File: src/rtl/bus_wait_state_ctrl.sv
// 6502 phase-2 clock generator with per-region wait-state stretching and a
// bounded wait on an external ready line; VIA clock runs free at clk/2.
module bus_wait_state_ctrl #(
  parameter int         WAIT0_DEF   = 3,
  parameter int         WAIT1_DEF   = 0,
  parameter int         WAIT2_DEF   = 1,
  parameter int         WAIT3_DEF   = 0,
  parameter logic [3:0] RDY_MASK    = 4'b0001,
  parameter int         RDY_TIMEOUT = 64
) (
  input  logic       clk,
  input  logic       rst,
  input  logic [7:0] adr_hi,
  input  logic [7:0] adr_lo,
  input  logic       rw,
  input  logic [7:0] dat_bus,
  input  logic       rdy,
  output logic       sys_clk,
  output logic       via_clk,
  output logic       stretch_active,
  output logic       wait_timeout
);

  // state | meaning
  // LOW   | sys_clk low, exactly one clk
  // HIGH  | first clk of the sys_clk high phase
  // WAIT  | counting configured wait states
  // RDYW  | holding the high phase until rdy or timeout
  typedef enum logic [1:0] {LOW, HIGH, WAIT, RDYW} stateT;

  stateT      state;
  logic [3:0] cfg [4];
  logic [3:0] waitCnt;
  logic [7:0] rdyCnt;
  logic       hit;
  logic [1:0] region;

  logic       decHit;
  logic [1:0] decRegion;
  logic       cfgWr;
  logic       rdyNeed;
  logic       rdyAtLimit;
  logic       leaveHigh;
  logic       timeoutHit;
  logic       unusedDat;

  assign unusedDat  = ^dat_bus[5:4];
  assign cfgWr      = ({adr_hi, adr_lo} == 16'h0002) && !rw;
  assign rdyNeed    = hit && RDY_MASK[region];
  assign rdyAtLimit = (rdyCnt == 8'(RDY_TIMEOUT - 1));

  always_comb begin
    decHit    = 1'b1;
    decRegion = 2'd0;
    if (adr_hi == 8'h9F && adr_lo[7:1] == 7'b0100_000)
      decRegion = 2'd0;
    else if (adr_hi == 8'h9F && adr_lo[7:5] == 3'b000)
      decRegion = 2'd1;
    else if (adr_hi == 8'h9F && adr_lo[7:4] == 4'h6)
      decRegion = 2'd2;
    else if (adr_hi[7:6] == 2'b11)
      decRegion = 2'd3;
    else
      decHit = 1'b0;
  end

  always_comb begin
    leaveHigh  = 1'b0;
    timeoutHit = 1'b0;
    case (state)
      HIGH, WAIT: leaveHigh = (waitCnt == 4'd0) && !(rdyNeed && !rdy);
      RDYW: begin
        leaveHigh  = rdy || rdyAtLimit;
        timeoutHit = !rdy && rdyAtLimit;
      end
      default: leaveHigh = 1'b0;
    endcase
  end

  always_ff @(posedge clk) begin
    if (!rst) begin
      state          <= LOW;
      sys_clk        <= 1'b0;
      via_clk        <= 1'b0;
      stretch_active <= 1'b0;
      wait_timeout   <= 1'b0;
      waitCnt        <= 4'd0;
      rdyCnt         <= 8'd0;
      hit            <= 1'b0;
      region         <= 2'd0;
      cfg[0]         <= 4'(WAIT0_DEF);
      cfg[1]         <= 4'(WAIT1_DEF);
      cfg[2]         <= 4'(WAIT2_DEF);
      cfg[3]         <= 4'(WAIT3_DEF);
    end else begin
      via_clk <= ~via_clk;
      case (state)
        LOW: begin
          state          <= HIGH;
          sys_clk        <= 1'b1;
          stretch_active <= 1'b0;
          hit            <= decHit;
          region         <= decRegion;
          waitCnt        <= decHit ? cfg[decRegion] : 4'd0;
        end
        HIGH, WAIT: begin
          if (waitCnt != 4'd0) begin
            state          <= WAIT;
            waitCnt        <= waitCnt - 4'd1;
            stretch_active <= 1'b1;
          end else if (rdyNeed && !rdy) begin
            state          <= RDYW;
            rdyCnt         <= 8'd0;
            stretch_active <= 1'b1;
          end
        end
        RDYW: begin
          if (!rdy && !rdyAtLimit)
            rdyCnt <= rdyCnt + 8'd1;
        end
        default: state <= LOW;
      endcase

      // Every exit from the high phase funnels through here, so the config
      // write and the timeout flag share one place.
      if (leaveHigh) begin
        state          <= LOW;
        sys_clk        <= 1'b0;
        stretch_active <= 1'b0;
        if (cfgWr) begin
          cfg[dat_bus[7:6]] <= dat_bus[3:0];
          wait_timeout      <= 1'b0;
        end
        if (timeoutHit)
          wait_timeout <= 1'b1;
      end
    end
  end

endmodule
File: config.mk
export PLATFORM = sky130hd
export DESIGN_NAME = bus_wait_state_ctrl
export DESIGN_NICKNAME = d
export VERILOG_FILES = /design/src/rtl/bus_wait_state_ctrl.sv
export SDC_FILE = /design/constraint.sdc
export NUM_CORES = 1
export LEC_CHECK = 0
export CELL_PAD_IN_SITES_DETAIL_PLACEMENT = 0
export CELL_PAD_IN_SITES_GLOBAL_PLACEMENT = 1
export CORE_AREA = 10 10 106 108
export DETAILED_ROUTE_END_ITERATION = 10
export DIE_AREA = 0 0 116 118
export PLACE_DENSITY = 0.61
export SLEW_MARGIN = 15
export SYNTH_ARGS = -nofsm -noshare
export SYNTH_HDL_FRONTEND = slang
export SYNTH_SLANG_ARGS = --single-unit
export TNS_END_PERCENT = 100
File: constraint.sdc
create_clock -name clk -period 4.6 [get_ports clk]
set_input_delay 1.38 -clock clk [delete_from_list [all_inputs] [get_ports clk]]
set_output_delay 1.38 -clock clk [all_outputs]
set_load 0.005 [all_outputs]
==> results.json <==
{
  "cp-start-kind": "input port",
  "fp.dieH_um": 118,
  "clockBufferDepth": 2,
  "pin_count": 32,
  "drive_above_1_share_pct": 9.38,
  "die_area_mm2": 0.0137,
  "cp_slowest_cell": "o31ai_1",
  "finalWirelength_mm": 5.61,
  "drtIter0Drc": 77,
  "hp-class": "flop to flop",
  "dpl-instance-area_mm2": 0.00263,
  "yosysWarnings": 0,
  "grt_pass1_vias": 1959,
  "cts_tree": "yes",
  "synth_edf_count": 16,
  "ys_seq_elements": 36,
  "slew_headroom_pct": 54.7,
  "clk_latency_ps": 280,
  "drc_errors": 0,
  "syn-cell-area_mm2": 0.00225,
  "vias_per_cell": 4.99,
  "cts_htree_levels": 2,
  "setup_tns_ps": 0,
  "portBuffers": 29,
  "status": "completed",
  "area_growth_pct": 20.3,
  "avgSynthCellArea_um2": 9.80,
  "coreArea_mm2": 0.00911,
  "die_w_um": 116,
  "static-leakage-power_uw": 0.000829,
  "slew_viol_final": 0,
  "diodes": 0,
  "grt_usage_pct": 8.44,
  "antenna_found_initial": 0,
  "rsz0062_at_grt": "no",
  "min_period_ps": 3730,
  "grt_max_degree": 17,
  "grt_pass1_wl_mm": 9.49,
  "final_nets": 288,
  "syn_inst": 230,
  "synthFlopType": "dfxtp_1",
  "rr_worst_depth": 5,
  "worstPathArrival_ps": 3650,
  "worstMarginPinSlew_ps": 677,
  "path_cells": "clkdlybuf4s50_1 -> or4_1 -> nor4_1 -> o2111ai_2 -> o31ai_1",
  "critPathMaxFanout": 7,
  "internal-power_uw": 664,
  "critPathKind": "input port to flop",
  "synth_top_area_share_pct": 21.3,
  "power_density_mw_per_mm2": 391,
  "dr.pass1.iters": 4,
  "num_vias": 1831,
  "yosys.cell_types.count": 58,
  "post_cts_resized": 0,
  "worst-endpoint-required_ps": 4520,
  "p_clk_share_pct": 20.0,
  "skew_ps": 2.89,
  "syn_nets": 263,
  "synth_seq_area_share_pct": 39.1,
  "r2r-start": "stretch_active",
  "overflow": 0,
  "cap_violations": 0,
  "stdcell_area_mm2": 0.00271,
  "cts-root-buf": "clkbuf_8",
  "min_period_over_period_pct": 81.1,
  "hold_end": "via_clk",
  "combPwrFrac_pct": 41.8,
  "cts_sinks": 36,
  "clkTransAtPathRegs_ps": 70,
  "hpwl_mm": 4.42,
  "p_sw_share_pct": 37.3,
  "num_rows": 35,
  "detail-route-antenna-nets": 0,
  "synthTopCellsByArea": "edfxtp_1, dfxtp_1, mux2i_1",
  "post_drt_wl_per_cell_um": 15.3,
  "synthMostInstantiatedCell": "dfxtp_1",
  "finalSetupViolations": 0,
  "postCtsSetupBuffers": 0,
  "gp_congestion": 0.763,
  "rrSetupSlack_ps": 1720,
  "cp-end-kind": "flop",
  "p_seq_share_pct": 38.2,
  "cts.hold.buffers_added": 0,
  "ir_drop_v": 0.000137,
  "post-synth-top-area-cell": "edfxtp_1",
  "cp_top_family": "compound AO/OA/AOI/OAI gates",
  "synth-async-reset-ratio_pct": 0,
  "cp.buffers_inverters": 1,
  "initial_utilization_pct": 24.7,
  "min_path_cells": 1,
  "clock.fmax_ghz": 0.268,
  "synth_commonest_cells": "dfxtp_1, edfxtp_1, nand2_1, nor2_1, inv_1",
  "crit_path_max_incr_delay_ps": 630,
  "hp-start": "via_clk",
  "hold_viol_final": 0,
  "p_switching_uw": 394,
  "whs_ps": 415,
  "r2r-end": "cfg[0][3]",
  "cts_buffers": 5
}
-- worst register-to-register path, stage by stage (launching register included) --
cell and delay, ps:
dfxtp_1 390, ha_1 570, inv_1 220, nor4_4 410, o2111ai_2 300, o31ai_1 640
-- cells by family after synthesis --
logic type / count (synthesis) / share of synthesized area, %
buf+inv: 25 / 4.66
flops: 36 / 39.1
compound gates: 56 / 22.8
xor+xnor: 1 / 0.389
fa+ha+maj: 5 / 2.78
mux: 8 / 3.55
simple gates: 99 / 26.8
-- power by group through the flow --
stage               combinational [µW]  clock, µW  sequential, µW
floorplan                          333          0             403
global placement                   446          0             411
detailed placement                 445          0             411
CTS                                448        221             404
global route                       501        232             410
finish                             442        212             404
-- per-stage QoR --
stage	util, %	setup WS (ps)	cells	power [µW]
6_report	29.8	868	367	1060
5_1_grt	29.8	723	367	1140
4_1_cts	29.8	864	367	1070
3_5_place_dp	28.9	560	359	857
3_3_place_gp	28.9	606	359	857
2_1_floorplan	-	1410	230	736
-- per-layer routing --
layer  up-vias  share of wire (%)  global-route usage (%)
li1        948                  -                       -
met1       856                 46                    9.95
met2        23                 50                    14.5
met3         4                3.7                    2.29
met4         0               0.75                    2.11
met5         -                  0                       0
-- sequential cells by signal, summed over array words and instances, names as in the netlist --
signal and cells:
waitCnt 4, wait_timeout 1, via_clk 1, stretch_active 1, region 2, cfg 16
rdyCnt 8, sys_clk 1, hit 1, state 1
-- layout by cell type, fill, tap and decap left out, types with 6 or more instances in the layout --
master / count
clkdlybuf4s50_1: 29
dfxtp_1: 20
nand2_1: 16
nor2_1: 16
edfxtp_1: 16
inv_1: 14
nor3_1: 13
nand2b_1: 10
o21ai_0: 8
mux2i_1: 8
nor4_1: 7
or4_1: 7
a21oi_1: 7
a211oi_1: 6
-- final cells by class --
type                            count  area (µm²)
Clock buffer                        6        72.6
Clock inverter                      2        7.51
Fill cell                         991        6400
Inverter                           14        52.6
Multi-Input combinational cell    169        1270
Sequential cell                    36         881
Tap cell                          111         139
Timing Repair Buffer               29         290
-- how the worst max path moves through the flow --
| stage | startpoint | end | slack, ps | cells after the start |
|---|---|---|---|---|
| 6_report | adr_lo[5] | cfg[0][3] | 870 | 5 |
| 5_1_grt | adr_lo[5] | cfg[1][1] | 720 | 5 |
| 4_1_cts | adr_lo[5] | cfg[0][3] | 860 | 5 |
| 3_5_place_dp | adr_lo[5] | cfg[0][2] | 560 | 5 |
| 3_3_place_gp | adr_lo[5] | cfg[0][3] | 610 | 5 |
| 2_1_floorplan | adr_lo[4] | cfg[0][0] | 1410 | 4 |
Note: power is estimated with default switching activity, not from simulation.
